## config.mk

```make
export PLATFORM = sky130hd
export DESIGN_NAME = fpu_issue_sched
export DESIGN_NICKNAME = d
export VERILOG_FILES = /design/src/rtl/fpu_issue_sched.sv
export SDC_FILE = /design/constraint.sdc
export NUM_CORES = 1
export LEC_CHECK = 0
export BUFFER_PORTS_ARGS = -buffer_cell sky130_fd_sc_hd__buf_4
export CORE_ASPECT_RATIO = 0.9
export CORE_UTILIZATION = 25
export CTS_CLUSTER_DIAMETER = 150
export DETAILED_ROUTE_END_ITERATION = 7
export SYNTH_ARGS = -nofsm -noshare
export SYNTH_HDL_FRONTEND = slang
export SYNTH_SLANG_ARGS = --single-unit
export TNS_END_PERCENT = 50
```

## constraint.sdc

```tcl
create_clock -name clk -period 4.4 [get_ports clk]
set_clock_uncertainty 0.2 [all_clocks]
set_input_delay 0.44 -clock clk [delete_from_list [all_inputs] [get_ports clk]]
set_output_delay 0.44 -clock clk [all_outputs]
set_load 0.01 [all_outputs]
```

## src/rtl/fpu_issue_sched.sv

```systemverilog
// Single-outstanding issue scheduler for the multi-cycle FPU datapath.
// Optional perf counters are enabled by defining FPU_SCHED_PERF_EN.
module fpu_issue_sched #(
    parameter int unsigned LAT_ADD  = 5,
    parameter int unsigned LAT_MUL  = 5,
    parameter int unsigned LAT_DIV  = 7,
    parameter int unsigned LAT_SQRT = 3,
    parameter int unsigned LAT_CVT  = 2
) (
    input  logic        clk,
    input  logic        rstn,
    input  logic        issue_valid,
    output logic        issue_ready,
    input  logic [4:0]  issue_cont,
    input  logic [31:0] issue_x1,
    input  logic [31:0] issue_x2,
    input  logic [4:0]  issue_rd,
    input  logic        issue_rd_float,
    output logic [31:0] fpu_x1,
    output logic [31:0] fpu_x2,
    output logic [4:0]  fpu_cont,
    input  logic [31:0] fpu_y,
    output logic        busy,
    output logic        wb_valid,
    input  logic        wb_ready,
    output logic [4:0]  wb_rd,
    output logic        wb_rd_float,
    output logic [31:0] wb_data,
    input  logic        flush,
    input  logic [4:0]  chk_rs1,
    input  logic [4:0]  chk_rs2,
    input  logic        chk_rs1_float,
    input  logic        chk_rs2_float,
    output logic        hazard
`ifdef FPU_SCHED_PERF_EN
    ,
    output logic [31:0] perf_busy_cycles,
    output logic [31:0] perf_hazard_cycles
`endif
);

    typedef enum logic [1:0] {
        S_IDLE,
        S_EXEC,
        S_WB
    } state_e;

    state_e      state_q, state_d;
    logic [3:0]  cnt_q, cnt_d;
    logic [31:0] x1_q, x1_d;
    logic [31:0] x2_q, x2_d;
    logic [4:0]  cont_q, cont_d;
    logic [4:0]  rd_q, rd_d;
    logic        rd_float_q, rd_float_d;
    logic [31:0] data_q, data_d;
    logic        accept;
    logic        rs1_hit;
    logic        rs2_hit;
    logic        rd_live;

    function automatic logic [3:0] lat_of(input logic [4:0] c);
        logic [3:0] l;
        case (c)
            5'b10000, 5'b10001: l = 4'(LAT_ADD);
            5'b10010:           l = 4'(LAT_MUL);
            5'b10011:           l = 4'(LAT_DIV);
            5'b10100:           l = 4'(LAT_SQRT);
            5'b11100, 5'b11101: l = 4'(LAT_CVT);
            default:            l = 4'd0;
        endcase
        return l;
    endfunction

    always_comb begin
        state_d     = state_q;
        cnt_d       = cnt_q;
        x1_d        = x1_q;
        x2_d        = x2_q;
        cont_d      = cont_q;
        rd_d        = rd_q;
        rd_float_d  = rd_float_q;
        data_d      = data_q;
        issue_ready = 1'b0;
        unique case (state_q)
            S_IDLE: issue_ready = !flush;
            S_EXEC: begin
                if (cnt_q == 4'd0) begin
                    data_d  = fpu_y;
                    state_d = S_WB;
                end else begin
                    cnt_d = cnt_q - 4'd1;
                end
            end
            S_WB: begin
                if (wb_ready) begin
                    state_d     = S_IDLE;
                    issue_ready = !flush;
                end
            end
            default: state_d = S_IDLE;
        endcase
        accept = issue_valid && issue_ready;
        if (accept) begin
            x1_d       = issue_x1;
            x2_d       = issue_x2;
            cont_d     = issue_cont;
            rd_d       = issue_rd;
            rd_float_d = issue_rd_float;
            cnt_d      = lat_of(issue_cont);
            state_d    = S_EXEC;
        end
        // Kill wins over everything, including a same-cycle capture.
        if (flush) begin
            state_d = S_IDLE;
        end
    end

    always_ff @(posedge clk or negedge rstn) begin
        if (!rstn) begin
            state_q    <= S_IDLE;
            cnt_q      <= 4'd0;
            x1_q       <= 32'd0;
            x2_q       <= 32'd0;
            cont_q     <= 5'd0;
            rd_q       <= 5'd0;
            rd_float_q <= 1'b0;
            data_q     <= 32'd0;
        end else begin
            state_q    <= state_d;
            cnt_q      <= cnt_d;
            x1_q       <= x1_d;
            x2_q       <= x2_d;
            cont_q     <= cont_d;
            rd_q       <= rd_d;
            rd_float_q <= rd_float_d;
            data_q     <= data_d;
        end
    end

    assign busy        = (state_q != S_IDLE);
    assign wb_valid    = (state_q == S_WB);
    assign wb_rd       = rd_q;
    assign wb_rd_float = rd_float_q;
    assign wb_data     = data_q;
    assign fpu_x1      = x1_q;
    assign fpu_x2      = x2_q;
    assign fpu_cont    = (state_q == S_EXEC) ? cont_q : 5'd0;

    // Integer x0 is never a real dependency.
    assign rd_live = (rd_q != 5'd0) || rd_float_q;
    assign rs1_hit = (chk_rs1 == rd_q) && (chk_rs1_float == rd_float_q);
    assign rs2_hit = (chk_rs2 == rd_q) && (chk_rs2_float == rd_float_q);
    assign hazard  = busy && rd_live && (rs1_hit || rs2_hit);

`ifdef FPU_SCHED_PERF_EN
    logic [31:0] perf_busy_q, perf_busy_d;
    logic [31:0] perf_haz_q, perf_haz_d;

    always_comb begin
        perf_busy_d = perf_busy_q;
        perf_haz_d  = perf_haz_q;
        if (busy && (perf_busy_q != 32'hFFFF_FFFF)) begin
            perf_busy_d = perf_busy_q + 32'd1;
        end
        if (hazard && (perf_haz_q != 32'hFFFF_FFFF)) begin
            perf_haz_d = perf_haz_q + 32'd1;
        end
    end

    always_ff @(posedge clk or negedge rstn) begin
        if (!rstn) begin
            perf_busy_q <= 32'd0;
            perf_haz_q  <= 32'd0;
        end else begin
            perf_busy_q <= perf_busy_d;
            perf_haz_q  <= perf_haz_d;
        end
    end

    assign perf_busy_cycles   = perf_busy_q;
    assign perf_hazard_cycles = perf_haz_q;
`endif

endmodule

```

==> metrics.md, run 1 <==
| Metric | Value |
|---|---|
| Post-route DRC | `0` |
| Cell count after synthesis | `295` |
| Initial antenna violation count | `0` |
| Clock sinks | `approximately 110` |
| Post-DRT Antenna Nets | `0` |
| Max-slew violation count | `0` |
| Fill count | `1738` |
| Final hold vios | `0` |
| Max Root-Sink Buffers | `2` |
| CTS resizes | `0` |
| Num CTS Buffers | `17` |
| Area of the multi-input gates | `between 1500 and 2000 um2` |
| Average wire per cell in the routed design | `about 15 um` |
| NumNets Final | `approximately 660` |
| Die area | `between 15000 and 20000 um2` |
| Status | `completed` |
| Worst slew pin tran | `~1.1 ns` |
| Vias in the first global route | `between 3k and 4k` |
| IO buf count | `roughly 230` |
| Final setup vio count | `0` |
| Die X | `roughly 150 um` |
| Peak supply drop | `~0.37 mV` |
| Placement Setup Slack | `approximately 1.9 ns` |
| Initial Util | `0.256` |
| Hpwl dp | `around 8.4 mm` |
| GR Overflow Total | `0` |
| Largest net degree at the start of global routing | `just over 80` |
| Fmax | `409 MHz` |
| Lkg Pwr | `around 3.4 nW` |
| Sequential area share after synthesis | `0.600` |
| Clk root buf | `clkbuf_16` |
| RSZ-0062 raised after global routing | `false` |
| Worst-path clk slew | `~0.050 ns` |
| Post-synthesis cell type count | `36` |
| Final Cell Area | `about 7200 um2` |
| # rows | `between 40 and 50` |
| Clk Latency, worst-skew pair | `approximately 0.4 ns` |
| First-pass GRT wire length | `between 15 and 20 mm` |
| Vias per cell | `between 4 and 5` |
| ANT cells | `0` |
| Layout cells sized above 1 | `0.686` |
| Crit. End Element | `output port` |
| Synth Cell Area | `4710 um2` |
| Flops & latches, synth | `about 110` |
| I/O pins | `roughly 240` |
| Final Critical Period | `between 2 and 2.5 ns` |
| Critical path type | `register to output port` |
| Gr usage total | `0.127` |
| Startpoint types | `register` |
| Worst-path maximum fanout | `5` |
| Rel. slew slack | `0.295` |
| Maximum capacitance violations | `0` |
| Hold Crit Class | `primary input to register` |
| Top cell type by total area after synthesis | `dfrtp_1` |
| Vias | `around 3.4k` |
| CORE AREA | `18400 um2` |
| Post-synth net total | `between 400 and 500` |
| Avg Inst Size Synth | `between 15 and 20 um2` |
| Worst EP required | `3.76 ns` |
| Power per Cell Area | `613 nW/um2` |
| Pre-antenna DRT Iters | `4` |
| H-Tree Depth | `4` |
| Final total power | `0.00442 W` |
| Register area | `2830 um2` |
| Setup TNS | `0 ns` |
| Period utilisation layout | `0.555` |
| Ys Warns | `0` |
| Final setup margin | `between 1.5 and 2 ns` |
| Post-Route WL | `approximately 12 mm` |
| Synth area leaders | `dfrtp_1, mux2_2, mux2_4` |
| Placer's final routability congestion estimate | `roughly 0.88` |
| Die Height | `about 130 um` |
| CTS tree | `done` |
| Placed cell area | `6670 um2` |
| Arr. time, crit path | `between 1.5 and 2 ns` |
| Area Overhead vs Synth | `53.0%` |
| First DRT Iteration DRCs | `between 90 and 100` |
| Share of the synthesized area in the top cell type | `0.600` |
## worst paths after layout
path	startpoint	endpoint	slack, ns	cells past startpoint
max in group asynchronous	rstn	fpu_x1[20]	2.73	3
max	wb_rd[1]	hazard	1.96	4
min reg2reg	wb_data[11]	wb_data[11]	0.29	1
min in group asynchronous	rstn	fpu_x2[11]	0.31	2
max reg2reg	state_q[1]	fpu_x2[12]	2.03	4
min	flush	state_q[1]	0.04	2
## cells in the mapped netlist, drive strengths merged
cell type / n
ha: 1
nor3b: 2
a21oi: 5
or2: 2
and2: 5
dfrtp: 113
nor2: 3
inv: 3
mux2: 107
nor4: 2
nor4b: 1
nor2b: 2
xor2: 8
o31ai: 1
and4b: 1
nand2: 3
xnor2: 6
o32ai: 1
nand4b: 1
or4: 1
a32o: 1
nand3: 2
nor3: 2
o21ai: 4
and2b: 2
nand2b: 2
buf: 13
and3b: 1
## sequential cells by signal, summed over array words and instances (netlist names)
| name | cells |
|---|---|
| cnt_q | 4 |
| cont_q | 5 |
| fpu_x1 | 32 |
| fpu_x2 | 32 |
| state_q | 2 |
| wb_data | 32 |
| wb_rd | 5 |
| wb_rd_float | 1 |
## routing by layer
layer	wire, um	GRT usage	part of all wire	up-vias
met5	0	0	0	-
met4	127	0.0411	0.011	0
met3	1210	0.0637	0.10	7
met2	5800	0.212	0.49	165
met1	4600	0.140	0.39	1665
li1	-	-	-	1529
## area by class of cell
type,count,share of cell area
well taps,245,0.0425
repair buffers,238,0.248
clock inverters,13,0.0127
multi-input cells,166,0.242
flip-flops and latches,113,0.392
inverters,3,0.00156
clock buffers,18,0.0609
## critical path, cell delays in order, from the launching register on
cell	delay, ns
dfrtp_1	0.46
or4_1	0.52
o31ai_1	0.21
a21oi_1	0.07
buf_4	0.15
## cells by family (layout without fill, tap and decap cells)
family | after synthesis | in the layout | share of synthesized area
flip-flops | 113 | 113 | 0.600
multiplexers | 107 | 107 | 0.276
AND/OR/NAND/NOR | 32 | 32 | 0.0481
buffers and inverters | 16 | 272 | 0.0319
XOR/XNOR | 14 | 14 | 0.0260
AO/OA/AOI/OAI | 12 | 12 | 0.0151
adder cells (fa/ha/maj) | 1 | 1 | 0.00265
## timing repair
action | 4_1_cts | 5_1_grt
hold buffers | 1 | 0
endpoints found under the setup margin | 0 | 0
endpoints found under the hold margin | 28 | 0
buffers inserted | 0 | 0
## layout by cell type (no fill, tap or decap), drive strengths merged, types with 3 or more instances in the layout
cell and instances:
a21oi 5, and2 5, buf 237, clkbuf 18, clkinv 6, clkinvlp 6, dfrtp 113, inv 4
mux2 107, nand2 3, nor2 3, o21ai 4, xnor2 6, xor2 8
## power by group
group / total [W] / switching [W] / internal, W
Sequential: 0.00166 / 0.000237 / 0.00142
Clock: 0.00121 / 0.000481 / 0.000727
Combinational: 0.00155 / 0.000593 / 0.000959
Total: 0.00442 / 0.00131 / 0.00310
## through the flow
stage / hold slack, ns / instances / util
finish: 0.0355 / 796 / 0.392
global route: 0.0171 / 796 / 0.392
CTS: 0.00579 / 796 / 0.392
detailed placement: 0.186 / 764 / 0.362
global placement: 0.178 / 764 / 0.362
floorplan: -0.0556 / 295 / -
(Power assumes the default switching activity.)
==> run 2, diff against run 1 <==
==> constraint.sdc (replaced) <==
create_clock -name clk -period 2.25 [get_ports clk]
set_clock_uncertainty 0.2 [all_clocks]
set_input_delay 0.225 -clock clk [delete_from_list [all_inputs] [get_ports clk]]
set_output_delay 0.225 -clock clk [all_outputs]
set_load 0.01 [all_outputs]
==> metrics.md, run 2 (synthesis results as in run 1) <==
| Metric | Value |
|---|---|
| Crit. End Element | `output port` |
| Max-slew violation count | `0 (unchanged)` |
| IO buf count | `234 (unchanged)` |
| NumNets Final | `777 (+17%)` |
| Die area | `19400 um2 (unchanged)` |
| First DRT Iteration DRCs | `101 (+3.1%)` |
| CORE AREA | `18400 um2 (unchanged)` |
| Rel. slew slack | `0.543 (+0.248)` |
| Die X | `147 um (unchanged)` |
| # rows | `47 (unchanged)` |
| I/O pins | `235 (unchanged)` |
| Clk root buf | `clkbuf_16` |
| Worst EP required | `1.82 ns (-1.94 ns)` |
| Final hold vios | `0 (unchanged)` |
| Largest net degree at the start of global routing | `114 (+37%)` |
| Worst r2r path cells | `7 (+3)` |
| First-pass GRT wire length | `21.7 mm (+14%)` |
| Pre-antenna DRT Iters | `4 (unchanged)` |
| Max Root-Sink Buffers | `2 (unchanged)` |
| Worst-path maximum fanout | `5 (unchanged)` |
| CTS tree | `done` |
| FF-to-FF End | `state_q[0]` |
| Final setup margin | `0.0410 ns (-1.92 ns)` |
| Initial antenna violation count | `0 (unchanged)` |
| R2R Setup Slk | `0.10 ns (-1.93 ns)` |
| Status | `completed` |
| Clk Latency, worst-skew pair | `0.40 ns (about the same)` |
| Startpoint types | `register` |
| Maximum capacitance violations | `0 (unchanged)` |
| Critical path type | `register to output port` |
| Peak supply drop | `0.539 mV (+47%)` |
| Worst slew pin tran | `0.686 ns (-0.372 ns)` |
| GR Overflow Total | `0 (unchanged)` |
| Clock sinks | `113 (unchanged)` |
| Fmax | `approximately 450 MHz` |
| Arr. time, crit path | `1.78 ns (-0.02 ns)` |
| Placement Setup Slack | `0.328 ns (-1.57 ns)` |
| Vias in the first global route | `4196 (+14%)` |
| Placer's final routability congestion estimate | `0.888 (+0.77%)` |
| Vias per cell | `4.11 (-2.8%)` |
| Post-Route WL | `13.3 mm (+13%)` |
| Vias | `3742 (+11%)` |
| ANT cells | `0 (unchanged)` |
| Power per Cell Area | `1100 nW/um2 (+80%)` |
| Initial Util | `0.256 (unchanged)` |
| Period utilisation layout | `0.982` |
| Num CTS Buffers | `17 (unchanged)` |
| Worst-path clk slew | `0.06 ns (about the same)` |
| Placed cell area | `6730 um2 (+0.98%)` |
| Die Height | `132 um (unchanged)` |
| Post-route DRC | `0 (unchanged)` |
| Core Util, Final | `0.461 (+0.0694)` |
| Hold Crit Class | `primary input to async pin` |
| Final Critical Period | `roughly 2.2 ns` |
| Area Overhead vs Synth | `80.1%` |
| Final Cell Area | `8490 um2 (+18%)` |
| Average wire per cell in the routed design | `14.6 um (-1.2%)` |
| RSZ-0062 raised after global routing | `true` |
| Hpwl dp | `8.15 mm (-2.4%)` |
| Final setup vio count | `0 (unchanged)` |
| Lkg Pwr | `3.99 nW (+16%)` |
| Gr usage total | `0.143 (+0.0163)` |
| Worst r2r src | `cnt_q[0]` |
| Leading cell type in the layout, fill and taps excluded | `buf_4` |
| H-Tree Depth | `4 (unchanged)` |
| Layout cells sized above 1 | `0.577 (-0.109)` |
| Commonest non-fill, non-tap cells in the layout | `buf_4, dfrtp_1, dlygate4sd3_1` |
| Post-DRT Antenna Nets | `0 (unchanged)` |
==> run 2: cell count changes in the layout (fill, tap and decap cells not counted), moves of 2 or more <==
cell           delta
buf_12            +4
bufinv_16         +4
clkinv_4          +2
clkinvlp_4        -4
dfrtp_1           -2
dfrtp_2           +2
dlygate4sd3_1   +110
==> run 2: layout make-up <==
| cell class | count | area (um2) |
|---|---|---|
| tap | 245 | 307 |
| timing repair buffer | 351 | 2960 |
| fill | 1597 | 9920 |
| sequential | 113 | 2830 |
| clock buffer | 18 | 429 |
| clock inverter | 14 | 190 |
| multi-input combinational | 166 | 1760 |
| inverter | 3 | 11.3 |
==> run 2: repair_timing <==
action | 4_1_cts | 5_1_grt
gates resized for setup | 0 | 4
endpoints found under the hold margin | 225 | 0
hold buffers | 111 | 0
setup endpoints to repair | 0 | 2
buffers inserted | 0 | 1
==> run 2: stage by stage <==
step	setup TNS, ns	hold slack, ns	total power, W	std cells
floorplan	0	-0.271	0.00478	295
global placement	0	0.153	0.00631	766
detailed placement	0	0.167	0.00638	766
CTS	0	0.224	0.00943	909
global route	-0.0257	0.237	0.00991	910
finish	0	0.206	0.00937	910
==> run 2: critical path, cell delays in order, from the launching register on <==
cell     delay, ns
dfrtp_2       0.46
or4_1         0.52
o31ai_1       0.20
a21oi_1       0.07
buf_4         0.14
==> run 2: report_power, final <==
part | leakage, nW | internal (W) | switching, W
Sequential | 1.33 | 0.00278 | 0.000482
Clock | 0.300 | 0.00185 | 0.000968
Combinational | 2.36 | 0.00206 | 0.00124
Total | 3.99 | 0.00668 | 0.00269
==> run 2: worst max-delay path by stage <==
stage | startpoint | endpoint | depth (start not counted) | slack [ns]
global placement | state_q[1] | fpu_x1[29] | 4 | 0.39
floorplan | cnt_q[0] | cnt_q[1] | 6 | 0.46
detailed placement | state_q[1] | fpu_x1[25] | 4 | 0.33
CTS | wb_rd[1] | hazard | 4 | 0.003
finish | wb_rd[1] | hazard | 4 | 0.04
global route | wb_rd[0] | hazard | 4 | -0.03
==> run 2: per-layer routing <==
metal,track usage,up-vias,part of all wire
met1,0.161,1794,0.40
met2,0.244,177,0.49
li1,-,1756,-
met4,0.0486,0,0.014
met5,0,-,0
met3,0.0602,15,0.090
